**src/rtl/ps2_send.sv**
```systemverilog
// rtl/ps2_send.sv - PS/2 host-to-device command transmitter with open-drain line enables
module ps2_send #(
    parameter int INHIBIT_CYCLES = 5000,
    parameter int TIMEOUT_CYCLES = 750000,
    parameter int FILTER_LEN     = 8
) (
    input  logic       clk,
    input  logic       reset,
    input  logic       ps2_clk,
    input  logic       ps2_data,
    input  logic       start,
    input  logic [7:0] tx_data,
    output logic       ps2_clk_oe,
    output logic       ps2_data_oe,
    output logic       busy,
    output logic       done,
    output logic       err
);

    localparam int MAXC = (INHIBIT_CYCLES > TIMEOUT_CYCLES) ? INHIBIT_CYCLES : TIMEOUT_CYCLES;
    localparam int CW   = $clog2(MAXC + 1);
    localparam int FW   = (FILTER_LEN > 1) ? $clog2(FILTER_LEN + 1) : 1;

    typedef enum logic [2:0] {
        S_IDLE,
        S_INHIBIT,
        S_REQ,
        S_SEND,
        S_ACK,
        S_RELEASE
    } state_t;

    logic          clk_s1_q, clk_s2_q, data_s1_q, data_s2_q;
    logic          filt_q;
    logic [FW-1:0] fcnt_q;
    logic          fall_w;

    state_t        state_q;
    logic [CW-1:0] cnt_q;
    logic [9:0]    shift_q;
    logic [3:0]    bitcnt_q;
    logic          clk_oe_q, data_oe_q, busy_q, done_q, err_q;
    logic          timeout_w;

    // Filtered level flips only after FILTER_LEN consecutive samples disagree with it.
    always_ff @(posedge clk) begin
        if (!reset) begin
            clk_s1_q  <= 1'b1;
            clk_s2_q  <= 1'b1;
            data_s1_q <= 1'b1;
            data_s2_q <= 1'b1;
            filt_q    <= 1'b1;
            fcnt_q    <= '0;
        end else begin
            clk_s1_q  <= ps2_clk;
            clk_s2_q  <= clk_s1_q;
            data_s1_q <= ps2_data;
            data_s2_q <= data_s1_q;
            if (clk_s2_q == filt_q) begin
                fcnt_q <= '0;
            end else if (fcnt_q == FW'(FILTER_LEN - 1)) begin
                filt_q <= clk_s2_q;
                fcnt_q <= '0;
            end else begin
                fcnt_q <= fcnt_q + 1'b1;
            end
        end
    end

    // Fall is flagged on the same edge the filter commits to the new low level.
    assign fall_w    = filt_q & ~clk_s2_q & (fcnt_q == FW'(FILTER_LEN - 1));
    assign timeout_w = (cnt_q == CW'(TIMEOUT_CYCLES - 1));

    always_ff @(posedge clk) begin
        if (!reset) begin
            state_q   <= S_IDLE;
            cnt_q     <= '0;
            shift_q   <= '0;
            bitcnt_q  <= '0;
            clk_oe_q  <= 1'b0;
            data_oe_q <= 1'b0;
            busy_q    <= 1'b0;
            done_q    <= 1'b0;
            err_q     <= 1'b0;
        end else begin
            done_q <= 1'b0;
            case (state_q)
                S_IDLE: begin
                    clk_oe_q  <= 1'b0;
                    data_oe_q <= 1'b0;
                    if (start && !done_q) begin
                        shift_q  <= {1'b1, ~^tx_data, tx_data};
                        err_q    <= 1'b0;
                        busy_q   <= 1'b1;
                        clk_oe_q <= 1'b1;
                        cnt_q    <= '0;
                        state_q  <= S_INHIBIT;
                    end
                end
                S_INHIBIT: begin
                    if (cnt_q == CW'(INHIBIT_CYCLES - 1)) begin
                        data_oe_q <= 1'b1;
                        cnt_q     <= '0;
                        state_q   <= S_REQ;
                    end else begin
                        cnt_q <= cnt_q + 1'b1;
                    end
                end
                S_REQ: begin
                    clk_oe_q <= 1'b0;
                    cnt_q    <= '0;
                    bitcnt_q <= '0;
                    state_q  <= S_SEND;
                end
                S_SEND: begin
                    if (fall_w) begin
                        data_oe_q <= ~shift_q[0];
                        shift_q   <= {1'b0, shift_q[9:1]};
                        bitcnt_q  <= bitcnt_q + 1'b1;
                        cnt_q     <= '0;
                        if (bitcnt_q == 4'd9) begin
                            state_q <= S_ACK;
                        end
                    end else if (timeout_w) begin
                        err_q     <= 1'b1;
                        data_oe_q <= 1'b0;
                        done_q    <= 1'b1;
                        busy_q    <= 1'b0;
                        state_q   <= S_IDLE;
                    end else begin
                        cnt_q <= cnt_q + 1'b1;
                    end
                end
                S_ACK: begin
                    if (fall_w) begin
                        err_q   <= data_s2_q;
                        cnt_q   <= '0;
                        state_q <= S_RELEASE;
                    end else if (timeout_w) begin
                        err_q     <= 1'b1;
                        data_oe_q <= 1'b0;
                        done_q    <= 1'b1;
                        busy_q    <= 1'b0;
                        state_q   <= S_IDLE;
                    end else begin
                        cnt_q <= cnt_q + 1'b1;
                    end
                end
                S_RELEASE: begin
                    if (filt_q && data_s2_q) begin
                        done_q  <= 1'b1;
                        busy_q  <= 1'b0;
                        state_q <= S_IDLE;
                    end else if (timeout_w) begin
                        err_q     <= 1'b1;
                        data_oe_q <= 1'b0;
                        done_q    <= 1'b1;
                        busy_q    <= 1'b0;
                        state_q   <= S_IDLE;
                    end else begin
                        cnt_q <= cnt_q + 1'b1;
                    end
                end
                default: begin
                    clk_oe_q  <= 1'b0;
                    data_oe_q <= 1'b0;
                    busy_q    <= 1'b0;
                    state_q   <= S_IDLE;
                end
            endcase
        end
    end

    assign ps2_clk_oe  = clk_oe_q;
    assign ps2_data_oe = data_oe_q;
    assign busy        = busy_q;
    assign done        = done_q;
    assign err         = err_q;

endmodule

```
**config.mk**
```make
export PLATFORM = sky130hd
export DESIGN_NAME = ps2_send
export DESIGN_NICKNAME = d
export VERILOG_FILES = /design/src/rtl/ps2_send.sv
export SDC_FILE = /design/constraint.sdc
export NUM_CORES = 1
export LEC_CHECK = 0
export ABC_AREA = 1
export CAP_MARGIN = 10
export CORE_ASPECT_RATIO = 1.5
export CORE_UTILIZATION = 29
export CTS_CLUSTER_SIZE = 14
export DETAILED_ROUTE_END_ITERATION = 7
export GPL_ROUTABILITY_DRIVEN = 0
export GPL_TIMING_DRIVEN = 0
export SYNTH_ARGS = -nofsm -noshare
export SYNTH_HDL_FRONTEND = slang
export SYNTH_SLANG_ARGS = --single-unit
export TNS_END_PERCENT = 20
```
**constraint.sdc**
```tcl
create_clock -name clk -period 2.3 [get_ports clk]
set_input_delay 0.69 -clock clk [delete_from_list [all_inputs] [get_ports clk]]
set_output_delay 0.69 -clock clk [all_outputs]
set_load 0.01 [all_outputs]
```
== After elaboration in Yosys (flattened, before gate mapping) ==
Index checks and enable logic that the tools add are counted.

* Flip-flop bits (word level): 51
* Input port bits: 13
* Output and inout port bits: 5
* Word-level logic and storage cells: 107

* Add/sub/neg operators: 3
* Equal/unequal tests: 18
* Multiplexer cells: 42
* Bitwise gates (word level): 8
* Reductions and logical operators: 21

{| class="wikitable"
|+ Operators with widths
! cell !! count
|-
| two-way mux 20 bit || 5
|-
| case mux 20 bit (5 select lines) || 1
|-
| two-way mux 3 bit || 7
|-
| adder 20 x 1 -> 20 bit, second input constant || 1
|-
| equality test 20 x 13 -> 1 bit, second input constant || 1
|-
| equality test 20 bit, second input constant || 1
|-
| two-way mux 10 bit || 2
|-
| case mux 10 bit (2 select lines) || 1
|-
| two-way mux 1 bit || 18
|-
| case mux 3 bit (6 select lines) || 1
|-
| inequality test 2 bit, second input constant || 7
|-
| AND reduction 3 bit || 4
|-
| adder 4 x 1 -> 4 bit, second input constant || 2
|-
| case mux 1 bit (4 select lines) || 2
|-
| case mux 4 bit (2 select lines) || 1
|-
| AND reduction 4 bit || 2
|-
| XNOR reduction 8 bit || 1
|-
| equality test 3 x 2 -> 1 bit, second input constant || 2
|-
| equality test 3 bit, second input constant || 2
|-
| NOT 1 bit || 6
|-
| case mux 1 bit (5 select lines) || 1
|-
| nonzero test 5 bit || 1
|-
| equality test 4 x 3 -> 1 bit, second input constant || 1
|-
| equality test 4 bit, second input constant || 1
|-
| other kinds (15) || 21
|}

== Depth between registers and ports, before layout ==
* Depth in word-level cells: 5
* Gate-level depth with buffers: 12
* Depth with buffers taken out: 12

== Worst setup path before layout ==
OpenSTA, ideal clock, no wires.

* Path type: input to register
* Start point: in start
* End point: reg cnt_q[0]
* Setup time: 0.114 ns
* Arrival: 1.521 ns
* Required time: 2.186 ns
* Path slack: 0.666 ns
* Stages: 9
* Buffers on the path: 1
* Cells stage by stage: inv_1 nor2_1 nor2_1 a21oi_4 nand2_4 inv_2 buf_6 a21oi_1 nor2_1

* Cells in the longest elaborated chain, start to end: 3

{| class="wikitable"
|+ Ends and longest elaborated chain
! what !! line !! source
|-
| start, declared || 11 || <nowiki>input logic start,</nowiki>
|-
| logical AND 1 bit || 91 || <nowiki>if (start && !done_q) begin</nowiki>
|-
| inequality test 2 bit (no line) || n/a ||
|-
| AND reduction 3 bit (no line) || n/a ||
|-
| end signal, assigned || 106 || <nowiki>cnt_q <= cnt_q + 1'b1;</nowiki>
|-
| end signal, assigned || 131 || <nowiki>cnt_q <= cnt_q + 1'b1;</nowiki>
|-
| end signal, assigned || 146 || <nowiki>cnt_q <= cnt_q + 1'b1;</nowiki>
|-
| end, declared || 39 || <nowiki>logic [CW-1:0] cnt_q;</nowiki>
|}

Every way passes these cells.
A chain may end at the register's enable or synchronous reset.

== Worst setup path in the final report ==
* Start point: in start
* End point: reg shift_q[5]

* Cells in the longest elaborated chain, start to end: 3

{| class="wikitable"
|+ Ends and longest elaborated chain
! what !! line !! source
|-
| logical AND 1 bit || 91 ||
|-
| inequality test 2 bit (no line) || n/a ||
|-
| AND reduction 3 bit (no line) || n/a ||
|-
| end signal, assigned || 92 || <nowiki>shift_q <= {1'b1, ~^tx_data, tx_data};</nowiki>
|-
| end signal, assigned || 118 || <nowiki>shift_q <= {1'b0, shift_q[9:1]};</nowiki>
|-
| end, declared || 40 || <nowiki>logic [9:0] shift_q;</nowiki>
|}

Every way passes these cells.

==> impl_metrics.env <==
export IMPL_arrival_ps=2320
export IMPL_tightest_slew_ps=641
export IMPL_syn_area_sq_mm=0.00322
export IMPL_min_path_cells=1
export IMPL_async_flop_share_pct=0
export IMPL_critPathMaxFanout=10
export IMPL_drt_wl_total_um=9280
export IMPL_synthFlopType="dfxtp_1"
export IMPL_setup_tns_ps=0
export IMPL_antenna_found_initial=0
export IMPL_grt_start_max_net_pins=15
export IMPL_fin_crit_ps=2100
export IMPL_post_route_period_util_pct=91.3
export IMPL_cts_hold_buf=0
export IMPL_placed_cell_area_sq_mm=0.00357
export IMPL_slew_headroom_pct=57.2
export IMPL_cts_made_buffers=5
export IMPL_fmax_ghz=0.476
export IMPL_ios=18
export IMPL_layout_setup_ws_ps=200
export IMPL_cts_root_buf="clkbuf_16"
export IMPL_vias_per_cell=5.10
export IMPL_cts_sinks=51
export IMPL_switching_share_pct=32.6
export IMPL_seq_area_frac_synth_pct=31.7
export IMPL_drtIter0Drc=250
export IMPL_rsz0062_at_grt="false"
export IMPL_critPathCaptureType="flip-flop"
export IMPL_nets=548
export IMPL_route_vias_total=3440
export IMPL_syn_avg_cell_area_sq_um=6.36
export IMPL_worst_hold_path_type="flip-flop to flip-flop"
export IMPL_dieArea_sq_mm=0.0115
export IMPL_postLayoutCoreUtil_pct=34.8
export IMPL_row_count=46
export IMPL_synth_seq_cells=51
export IMPL_final_layout_size_suffix_gt1_share_pct=7.53
export IMPL_dp_slack_ps=-136
export IMPL_die_w_um=88.0
export IMPL_post_cts_resized=0
export IMPL_grt_first_pass_wirelength_um=15400
export IMPL_core_area_sq_mm=0.0107
export IMPL_fin_area_sq_mm=0.00373
export IMPL_initial_core_util_pct=30.1
export IMPL_path_class="primary input to flip-flop"
export IMPL_cts_max_path_buffers=2
export IMPL_detail_route_antenna_nets=0
export IMPL_power_frac_clock_pct=32.9
export IMPL_cts_tree="done"
export IMPL_sequentialPowerShare_pct=41.4
export IMPL_grt_pass1_vias=3350
export IMPL_areaGrowthSynthToFinish_pct=15.7
export IMPL_clock_latency_ps=290
export IMPL_power_leakage_uw=0.00149
export IMPL_max_vdd_ir_drop_uv=454
export IMPL_start_kind="primary input"
export IMPL_setup_violations=0
export IMPL_netlist_instances=506
export IMPL_power_per_cell_area_mw_per_mm2=651
export IMPL_slew_violations=0
export IMPL_portBuffers=17
export IMPL_syn_num_nets=524
export IMPL_status="complete, no violations"
export IMPL_total_power_uw=2430
export IMPL_internal_power_uw=1630
export IMPL_dr_pass1_iters=5
export IMPL_antenna_cells=0
export IMPL_grt_use_total_pct=17.4
export IMPL_die_h_um=131
export IMPL_hold_viol_final=0
export IMPL_gr_total_overflow=0
export IMPL_cts_setup_buffers=0
export IMPL_wl_per_cell_um=13.8
export IMPL_cap_violations=0
export IMPL_clkTransAtPathRegs_ps=70
export IMPL_r2r_cells=9
export IMPL_worstPathRequired_ps=2520
export IMPL_synth_warnings=0
export IMPL_post_route_drc_count=0
export IMPL_htree_levels=2
export IMPL_dpl_hpwl_um=7070
export IMPL_ys_types=37
export IMPL_combPwrFrac_pct=25.7
export IMPL_clock_skew_ps=6.65
export IMPL_power_switching_uw=791
export IMPL_synth_edf_count=0
## cell usage in the layout (no fill, tap or decap), drive strengths merged, types with 6 or more instances in the layout
master         Yosys  final
clkbuf             5     13
a31oi              9      9
a21oi             36     36
nor3              10     10
xor2               6      6
nor2              63     63
o21ai             20     20
inv               51     51
nand3             51     51
nand4             16     16
nand2            148    148
buf                8      8
clkdlybuf4s50      0     17
dfxtp             51     51
## metal layers
metal | up-vias | share of wire [%] | GRT usage, %
li1 | 1705 | - | -
met1 | 1590 | 37 | 17.1
met2 | 105 | 53 | 33.4
met3 | 40 | 4.1 | 2.50
met4 | 0 | 5.7 | 11.1
met5 | - | 0 | 0
## logic make-up (layout without fill, tap and decap cells)
logic type               after synthesis  in the layout  share of synthesized area (%)
AND/OR/NAND/NOR                      296            296                           40.5
flip-flops                            51             51                           31.7
AO/OA/AOI/OAI                         77             77                           14.4
buffers and inverters                 66             91                           8.43
XOR/XNOR                              11             11                           2.99
adder cells (fa/ha/maj)                5              5                           1.94
## registers in the layout (all words and copies together), names as in the netlist, 3 cells and up
register / flops
bitcnt_q: 4
fcnt_q: 4
cnt_q: 20
shift_q: 10
state_q: 3
## cell usage after synthesis, types with 6 or more instances
library cell    n  area [sq um]
a31oi_1         9          56.3
o21ai_0        17          85.1
inv_1          47           176
nand3_1        48           240
nand2_1       144           541
nor3_1         10          50.1
xor2_1          6          52.6
a21oi_1        34           170
dfxtp_1        51          1020
nand4_1        16           100
nor2_1         57           214
## path summary, 6_finish.rpt
kind / from / end / slack [ps]
setup / recovery: start / shift_q[5] / 200
hold reg to reg: data_s1_q / data_s2_q / 420
setup reg to reg: cnt_q[0] / cnt_q[2] / 310
hold / removal: data_s1_q / data_s2_q / 420
## worst max-delay path, cell delays in order
cell and delay [ps]:
clkdlybuf4s50_1 450, inv_1 50, nor3_1 430, nor2_1 150, inv_2 140, buf_4 180
o21ai_1 70, a31oi_1 160
## power groups by stage
stage / Combinational (uW) / Clock (uW) / Sequential [uW]
5_1_grt: 696 / 863 / 1020
6_report: 623 / 797 / 1010
3_5_place_dp: 615 / 0 / 1020
2_1_floorplan: 419 / 0 / 1020
4_1_cts: 618 / 824 / 1010
3_3_place_gp: 601 / 0 / 1020
## final cells by class
| cell class | count | area, sq um |
|---|---|---|
| repair buffers | 17 | 170 |
| inverters | 53 | 199 |
| well taps | 144 | 180 |
| fillers | 1215 | 6980 |
| plain buffers | 13 | 72.6 |
| flip-flops and latches | 51 | 1020 |
| clock buffers | 8 | 156 |
| multi-input cells | 389 | 1930 |
## per-stage QoR
step	hold slack, ps	cells
after floorplan	393	506
after global placement	397	667
after detailed placement	404	667
after CTS	420	675
after global routing	430	675
final	416	675
(Power assumes the default switching activity.)
